==> config.mk <==
export PLATFORM = sky130hd
export DESIGN_NAME = aes128_key_expansion_flat
export DESIGN_NICKNAME = d
export VERILOG_FILES = /design/src/rtl/aes128_key_expansion_if.sv /design/src/rtl/aes128_key_expansion.sv /design/src/flat_wrapper.sv
export SDC_FILE = /design/constraint.sdc
export NUM_CORES = 2
export LEC_CHECK = 0
export CAP_MARGIN = 5
export CORE_ASPECT_RATIO = 1.4
export CORE_MARGIN = 8
export CORE_UTILIZATION = 59
export CTS_BUF_LIST = sky130_fd_sc_hd__clkbuf_8
export CTS_CLUSTER_DIAMETER = 150
export DETAILED_ROUTE_END_ITERATION = 8
export GPL_TIMING_DRIVEN = 1
export PLACE_DENSITY_LB_ADDON = 0.25
export SLEW_MARGIN = 0
export SYNTH_ARGS = -nofsm -noshare
export SYNTH_HDL_FRONTEND = slang
export SYNTH_SLANG_ARGS = --single-unit
==> constraint.sdc <==
create_clock -name clk -period 14 [get_ports clk]
set_input_delay 2.8 -clock clk [delete_from_list [all_inputs] [get_ports clk]]
set_output_delay 2.8 -clock clk [all_outputs]
set_load 0.1 [all_outputs]
==> src/rtl/aes128_key_expansion_if.sv <==
// Key-expansion request/status/read-port bundle shared between the round
// controller (master) and the AES-128 key schedule (slave).
interface aes128_key_expansion_if;
  logic         start;
  logic [127:0] key_in;
  logic         busy;
  logic         done;
  logic         keys_valid;
  logic [3:0]   rd_idx;
  logic [127:0] rd_key;

  modport master (
    output start, key_in, rd_idx,
    input  busy, done, keys_valid, rd_key
  );

  modport slave (
    input  start, key_in, rd_idx,
    output busy, done, keys_valid, rd_key
  );
endinterface

==> src/rtl/aes128_key_expansion.sv <==
// Iterative AES-128 key schedule: one round key per clock into an 11-entry
// bank, with a combinational read port feeding AddRoundKey.
//
// state  | meaning
// IDLE   | waiting for start; bank holds last schedule (if keys_valid)
// EXPAND | writing rk[rnd] from rk[rnd-1], rnd = 1..10
// DONE   | one-cycle completion pulse; behaves like IDLE for start
module aes128_key_expansion #(
  parameter int NR = 10
) (
  input  logic                          clk,
  input  logic                          rst_n,
  aes128_key_expansion_if.slave         kx
);

  localparam logic [3:0] LAST_RND = 4'(NR);

  localparam logic [2047:0] SBOX_TBL = {
    128'h637c777bf26b6fc53001672bfed7ab76,
    128'hca82c97dfa5947f0add4a2af9ca472c0,
    128'hb7fd9326363ff7cc34a5e5f171d83115,
    128'h04c723c31896059a071280e2eb27b275,
    128'h09832c1a1b6e5aa0523bd6b329e32f84,
    128'h53d100ed20fcb15b6acbbe394a4c58cf,
    128'hd0efaafb434d338545f9027f503c9fa8,
    128'h51a3408f929d38f5bcb6da2110fff3d2,
    128'hcd0c13ec5f974417c4a77e3d645d1973,
    128'h60814fdc222a908846eeb814de5e0bdb,
    128'he0323a0a4906245cc2d3ac629195e479,
    128'he7c8376d8dd54ea96c56f4ea657aae08,
    128'hba78252e1ca6b4c6e8dd741f4bbd8b8a,
    128'h703eb5664803f60e613557b986c11d9e,
    128'he1f8981169d98e949b1e87e9ce5528df,
    128'h8ca1890dbfe6426841992d0fb054bb16
  };

  typedef enum logic [1:0] {
    S_IDLE   = 2'd0,
    S_EXPAND = 2'd1,
    S_DONE   = 2'd2
  } state_t;

  state_t       state, state_nxt;
  logic [3:0]   rnd;
  logic [127:0] rk [0:10];
  logic         keys_valid_q;
  logic         accept;
  logic         last_rnd;

  logic [127:0] prev_key, next_key;
  logic [31:0]  w0, w1, w2, w3, rot, sub, t;
  logic [31:0]  n0, n1, n2, n3;

  // Byte x of the table sits at bit offset (255-x)*8, i.e. {~x, 3'b000}.
  function automatic logic [7:0] sbox(input logic [7:0] x);
    return SBOX_TBL[{~x, 3'b000} +: 8];
  endfunction

  function automatic logic [7:0] rcon(input logic [3:0] r);
    case (r)
      4'd1:    rcon = 8'h01;
      4'd2:    rcon = 8'h02;
      4'd3:    rcon = 8'h04;
      4'd4:    rcon = 8'h08;
      4'd5:    rcon = 8'h10;
      4'd6:    rcon = 8'h20;
      4'd7:    rcon = 8'h40;
      4'd8:    rcon = 8'h80;
      4'd9:    rcon = 8'h1b;
      4'd10:   rcon = 8'h36;
      default: rcon = 8'h00;
    endcase
  endfunction

  assign accept   = (state != S_EXPAND) && kx.start;
  assign last_rnd = (rnd == LAST_RND);

  always_comb begin
    prev_key = rk[rnd - 4'd1];
    w0  = prev_key[127:96];
    w1  = prev_key[95:64];
    w2  = prev_key[63:32];
    w3  = prev_key[31:0];
    rot = {w3[23:0], w3[31:24]};
    sub = {sbox(rot[31:24]), sbox(rot[23:16]), sbox(rot[15:8]), sbox(rot[7:0])};
    t   = sub ^ {rcon(rnd), 24'h0};
    n0  = w0 ^ t;
    n1  = w1 ^ n0;
    n2  = w2 ^ n1;
    n3  = w3 ^ n2;
    next_key = {n0, n1, n2, n3};
  end

  always_ff @(posedge clk) begin
    if (!rst_n) state <= S_IDLE;
    else        state <= state_nxt;
  end

  always_comb begin
    state_nxt = state;
    case (state)
      S_IDLE:   if (kx.start) state_nxt = S_EXPAND;
      S_EXPAND: if (last_rnd) state_nxt = S_DONE;
      S_DONE:   state_nxt = kx.start ? S_EXPAND : S_IDLE;
      default:  state_nxt = S_IDLE;
    endcase
  end

  always_comb begin
    kx.busy       = (state == S_EXPAND);
    kx.done       = (state == S_DONE);
    kx.keys_valid = keys_valid_q;
  end

  always_ff @(posedge clk) begin
    if (!rst_n) begin
      for (int i = 0; i <= 10; i++) rk[i] <= '0;
      rnd          <= '0;
      keys_valid_q <= 1'b0;
    end else if (accept) begin
      rk[0]        <= kx.key_in;
      rnd          <= 4'd1;
      keys_valid_q <= 1'b0;
    end else if (state == S_EXPAND) begin
      rk[rnd] <= next_key;
      rnd     <= rnd + 4'd1;
      if (last_rnd) keys_valid_q <= 1'b1;
    end
  end

  always_comb begin
    kx.rd_key = '0;
    if (kx.rd_idx <= 4'd10) kx.rd_key = rk[kx.rd_idx];
  end

endmodule

==> src/flat_wrapper.sv <==
// flat-port wrapper written by rule: the top's interface ports become plain ports
module aes128_key_expansion_flat 
#(
  parameter int NR = 10
)
  (clk, rst_n, kx_start, kx_key_in, kx_rd_idx, kx_busy, kx_done, kx_keys_valid, kx_rd_key);
  aes128_key_expansion_if kx_i ();
  input  logic clk;
  input  logic rst_n;
  input wire logic [$bits(kx_i.start)-1:0] kx_start;
  input wire logic [$bits(kx_i.key_in)-1:0] kx_key_in;
  input wire logic [$bits(kx_i.rd_idx)-1:0] kx_rd_idx;
  output wire logic [$bits(kx_i.busy)-1:0] kx_busy;
  output wire logic [$bits(kx_i.done)-1:0] kx_done;
  output wire logic [$bits(kx_i.keys_valid)-1:0] kx_keys_valid;
  output wire logic [$bits(kx_i.rd_key)-1:0] kx_rd_key;
  assign kx_i.start = kx_start;
  assign kx_i.key_in = kx_key_in;
  assign kx_i.rd_idx = kx_rd_idx;
  assign kx_busy = kx_i.busy;
  assign kx_done = kx_i.done;
  assign kx_keys_valid = kx_i.keys_valid;
  assign kx_rd_key = kx_i.rd_key;
  aes128_key_expansion #(.NR(NR)) u_core (.clk(clk), .rst_n(rst_n), .kx(kx_i));
endmodule
Word level (Yosys, flattened, before mapping)
Memories as Yosys holds them, arrays and structs flattened.
Index checks and enable logic that the tools add are counted.
{"block": "op_classes", "addsub": 2, "multipliers": 0, "div": 0, "magnitude_cmp": 1, "eq_ne": 6, "shifts": 4, "muxes": 19, "bitwise": 11, "reduce_logical": 7}
{"cell": "2048-bit by 12-bit variable part select with 8-bit output (first input constant)", "count": 4}
{"cell": "128-bit 2-to-1 mux", "count": 3}
{"cell": "32-bit bitwise XOR", "count": 5}
{"cell": "128-bit OR reduction", "count": 1}
{"cell": "8-bit inverter", "count": 4}
{"cell": "1-bit 2-to-1 mux", "count": 12}
{"cell": "2-bit one-hot mux with 3 select lines", "count": 1}
{"cell": "4-bit by 1-bit adder with 4-bit output (second input constant)", "count": 1}
{"cell": "4-bit equality test (second input constant)", "count": 1}
{"cell": "4-bit <= comparator (second input constant)", "count": 1}
{"cell": "2-bit 2-to-1 mux", "count": 2}
{"cell": "4-bit 2-to-1 mux", "count": 1}
{"cell": "2-bit by 1-bit != test with 1-bit output (second input constant)", "count": 2}
{"cell": "2-bit AND reduction", "count": 2}
{"cell": "4-bit by 1-bit subtractor with 4-bit output (second input constant)", "count": 1}
{"cell": "2-bit by 1-bit equality test with 1-bit output (second input constant)", "count": 1}
{"cell": "2-bit equality test (second input constant)", "count": 1}
{"cell": "2-bit zero test", "count": 1}
{"cell": "2-bit != test (second input constant)", "count": 1}
{"cell": "2-bit nonzero test", "count": 1}
{"cell": "2-bit OR reduction", "count": 1}
{"cell": "1-bit logical AND", "count": 1}
{"cell": "1-bit inverter", "count": 1}
{"cell": "1-bit bitwise OR", "count": 1}
{"block": "totals", "register_bits": 7, "latchBits": 0, "ramBits": 1408, "rom_bits": 128, "inputBits": 135, "out_inout_bits": 131, "word_cells": 56, "memories": 2}
{"name": "u_core.rk", "words": 11, "word_bits": 128, "rd": 2, "rd_ports_with_merged_regs": 0, "write_ports": 11, "line_no": "aes128_key_expansion.sv:45", "rtl": "logic [127:0] rk [0:10];"}
{"name": "(name not given)", "words": 16, "word_bits": 8, "rd": 1, "rd_ports_with_merged_regs": 0, "write_ports": 0, "line_no": "aes128_key_expansion.sv:60", "rtl": "case (r)"}

Depth between registers and ports, before layout
An unclocked memory read counts as a cell.
{"block": "logic_depth", "ltp_word": 10, "mapped_depth": 38, "ltp_nobuf": 20}

Least setup slack after synthesis
OpenSTA, ideal clock, no wires.
{"block": "synth_timing", "kind": "input-to-reg", "from": "input port rst_n", "to": "memory u_core.rk[11][0] (enable)", "setup_ps": 772, "t_arrival_ps": 12772, "t_required_ps": 13228, "path_slack_ps": 456, "path_stages": 7, "path_buffers": 5, "cell_sequence": "clkbuf_1 -> nand2_1 -> clkbuf_1 -> clkbuf_1 -> clkbuf_1 -> clkbuf_1 -> nor3_1"}
{"element": "from (decl)", "line_no": "flat_wrapper.sv:9", "rtl": "input logic rst_n;"}
{"element": "to (decl)", "line_no": "aes128_key_expansion.sv:45"}

Worst setup path after layout
{"block": "layout_timing", "from": "input port kx_rd_idx[1]", "to": "output port kx_rd_key[19]"}
{"block": "layout_via", "elab_chain_len": 2, "word_cells_on_any_way": 3, "cone_classes": "order compare: 1; mux: 1; memory: 1"}
{"element": "from (decl)", "line_no": "flat_wrapper.sv:12", "rtl": "input wire logic [$bits(kx_i.rd_idx)-1:0] kx_rd_idx;"}
{"element": "memory 11 x 128 bit or 4-bit <= comparator (tied branches)"}
{"element": "128-bit 2-to-1 mux (*)", "line_no": "aes128_key_expansion.sv:133", "rtl": "if (kx.rd_idx <= 4'd10) kx.rd_key = rk[kx.rd_idx];"}
{"element": "to (decl)", "line_no": "flat_wrapper.sv:16", "rtl": "output wire logic [$bits(kx_i.rd_key)-1:0] kx_rd_key;"}
Mark *: on every way between the ends. The rest lies on a longest branch, timed or not.

==> flow_summary.yaml <==
sta:
  fin_ws_ps: 3560
  finalCritPeriodShare_pct: 74.6
  slew_headroom_pct: 2.01
  tightest_slew_ps: 1450
  grt_setup_unrepaired: "no"
  skew_ps: 95.2
  final.min_clock_period_ps: 10440
  setup_viol: 0
  clock.fmax_mhz: 95.8
  maxSlewViolCount: 0
  hold_viol_final: 0
  fin_tns_setup_ps: 0
pwr:
  power_density_nw_per_um2: 169
  ir_drop_uv: 111
  power.leakage_nw: 42.3
  finalPower_mw: 20.9
floorplanning:
  boundaryPins: 266
  die_x_um: 387
  die_h_um: 535
  core_area_um2: 191000
  start_util_pct: 59.3
  rows: 190
  design.die.area_um2: 207000
routing:
  wl_mm: 457
  drt_iter0_drc: 14286
  routedWlPerCell_um: 39.4
  via_count: 88504
  drc_errors: 0
  avgViaCountPerCell: 7.63
  dr.pass1.iters: 7
  ant_nets: 0
placement:
  hpwl_mm: 276
  dp_cells: 11009
  port_buffers: 265
  gp_congestion: 1.05
  post-place-ws_ps: 3740
clocking:
  cts_tree: "yes"
  cts.clk_slew.worst_paths_ps: 60
  cts_sinks: 2055
  cts_buffer_depth: 4
  cts_setup_buffers: 0
  cts_root_buf: "clkbuf_8"
  h-tree-depth: 5
  insertion_delay_ps: 1000
  cts_hold_buf: 0
  cts_resized: 0
  numCtsBuffers: 318
logic_synthesis:
  synth_mux_area_share_pct: 20.3
  synth_ff_type: "edfxtp_1"
  yosysSeqAreaShare_pct: 53.2
  synth_compound_area_share_pct: 10.3
  synthAdderAreaFrac_pct: 0.683
  synthCells: 8828
  synth-seq-cells: 2055
  synth_cell_types: 128
  syn_area_um2: 114000
  yosys_warnings: 0
  synth_simple_gate_area_share_pct: 9.46
  syn_avg_cell_area_um2: 12.9
  synth_top_family_by_area: "multiplexers"
  synth-edff-count: 1920
  synth-xor-area-share_pct: 2.06
  postSynthNetCount: 9025
  synthArstFlopShare_pct: 0
setup_path:
  crit_top_cell: "o21ai_0"
  slowest_delay_ps: 1300
  cpMaxStageDelayCell: "clkdlybuf4s50_1"
  critPathKind: "in -> out"
  critPathRequiredTime_ps: 11200
  start_kind: "input pin"
  cp.arrival_ps: 7640
  end_kind: "output port"
  crit_chain: "buf_8 > nor2b_4 > buf_4 > nand2_1 > o211ai_1 > o21ai_0 > o21ai_0 > clkdlybuf4s50_1"
  cp_max_fo: 46
grt:
  use_met1_pct: 51.6
  gr-usage-met3_pct: 13.0
  grt_use_met2_pct: 65.5
  grt_pass1_vias: 87325
  grt_max_degree: 117
  antenna_found_initial: 18
  grt_pass1_wl_mm: 639
  grt_overflow: 0
  top_usage_layer: "met2"
  grtUsageTotal_pct: 42.7
layout:
  drive_gt1_share_pct: 19.9
  syn2layout_area_growth_pct: 9.29
  fin_util_pct: 64.8
  multi_input_area_um2: 49000
  seqCellArea_um2: 60400
  nNetsFinal: 9031
  layout.cells.non_filler: 11599
  fill_cells: 13958
hold_path:
  holdCritPathClass: "reg -> reg"
run_status:
  status: "complete, but fails checks"
  violations: "max-capacitance violations"
job:
  cap_violations: 1
==> cell usage in the layout (no fill, tap or decap), drive strengths merged, types with 27 or more instances in the layout <==
master,n
nand3,140
clkinv,96
nand2,665
o31ai,27
mux4,868
xnor2,154
a31oi,47
buf,266
inv,265
a21oi,283
clkdlybuf4s50,257
dfxtp,135
a221oi,30
a311oi,69
a22oi,50
o21ai,523
o311ai,57
nor2,1507
clkbuf,355
a2111oi,27
xor2,46
a211oi,88
ha,62
mux2,39
o211ai,215
o221ai,35
nor3,128
mux2i,288
edfxtp,1920
==> cell families (layout without fill, tap and decap cells) <==
kind of cell | count (synthesis) | count (layout)
AOI/OAI and AO/OA | 1698 | 1698
xor gates and xnor gates | 207 | 207
adders and majority gates | 62 | 62
buffers and inverters | 995 | 1255
DFF | 2055 | 2055
muxes | 1195 | 1195
other | 0 | 15
and+or+nand+nor | 2616 | 2616
==> worst paths after layout <==
check                                                      from                              end  slack [ps]  depth (start not counted)
worst max-delay path                               kx_rd_idx[1]                    kx_rd_key[19]        3560                          8
worst min-delay path            u_core.rk[10][111]$_SDFFE_PN0P_  u_core.rk[10][111]$_SDFFE_PN0P_         470                          2
worst max register to register       u_core.rnd[0]$_SDFFE_PN0P_   u_core.rk[0][23]$_SDFFCE_PN0P_        4090                         18
worst min register to register  u_core.rk[10][111]$_SDFFE_PN0P_  u_core.rk[10][111]$_SDFFE_PN0P_         470                          2
==> cell usage after synthesis, drive strengths merged, types with 21 or more instances <==
master	n	area share, %
mux2	39	0.40
o311ai	57	0.45
dfxtp	135	2.4
xnor2	154	1.5
a31oi	47	0.26
o21ai	523	2.3
a311oi	69	0.56
buf	414	2.2
o31ai	27	0.20
a21oi	283	1.3
and2	23	0.13
ha	62	0.68
o211ai	215	1.4
o2111ai	22	0.18
nor2	1507	5.0
nor3	128	0.56
a211oi	88	0.65
o32ai	21	0.19
nand3	140	0.62
xor2	46	0.42
a22oi	50	0.37
mux2i	288	2.6
a2111oi	27	0.26
a221oi	30	0.27
o22ai	23	0.13
clkbuf	424	1.4
mux4	868	17
edfxtp	1920	51
nand2	665	2.2
o221ai	35	0.28
inv	155	0.51
==> report_power, final <==
group          switching (mW)  internal (mW)  total (mW)
sequential              0.123           7.07        7.20
combinational            6.30           2.45        8.74
clock                    2.45           2.53        4.99
total                    8.87           12.1        20.9
==> sequential cells by signal, indices dropped and copies added, names as in the netlist <==
| register | flops |
|---|---|
| u_core.rk | 2048 |
| u_core.state | 2 |
| u_core.kx.keys_valid | 1 |
| u_core.rnd | 4 |
==> stage by stage <==
step	area (µm²)	hold slack [ps]
6_report	124000	473
5_1_grt	124000	491
4_1_cts	124000	473
3_5_place_dp	118000	465
3_3_place_gp	118000	451
2_1_floorplan	114000	435
==> cell type report <==
| type | count | area share (%) |
|---|---|---|
| diodes | 15 | 0.0303 |
| clock buffers | 354 | 3.93 |
| clock inverters | 220 | 1.01 |
| inverters | 157 | 0.479 |
| multi-input cells | 5778 | 39.5 |
| flip-flops and latches | 2055 | 48.7 |
| well taps | 2496 | 2.52 |
| repair buffers | 524 | 3.91 |
==> worst max-delay path, delay by kind of cell <==
family / cells / cell delay [ps]
buffers and inverters: 3 / 2300
AND/OR/NAND/NOR: 2 / 1300
AO/OA/AOI/OAI: 3 / 1080
==> routing by layer <==
metal	part of all wire (%)	up-vias
li1	-	34213
met1	32	43705
met2	45	8576
met3	14	2002
met4	9.1	8
met5	0.011	-
Power figures use the tool's default switching activity.
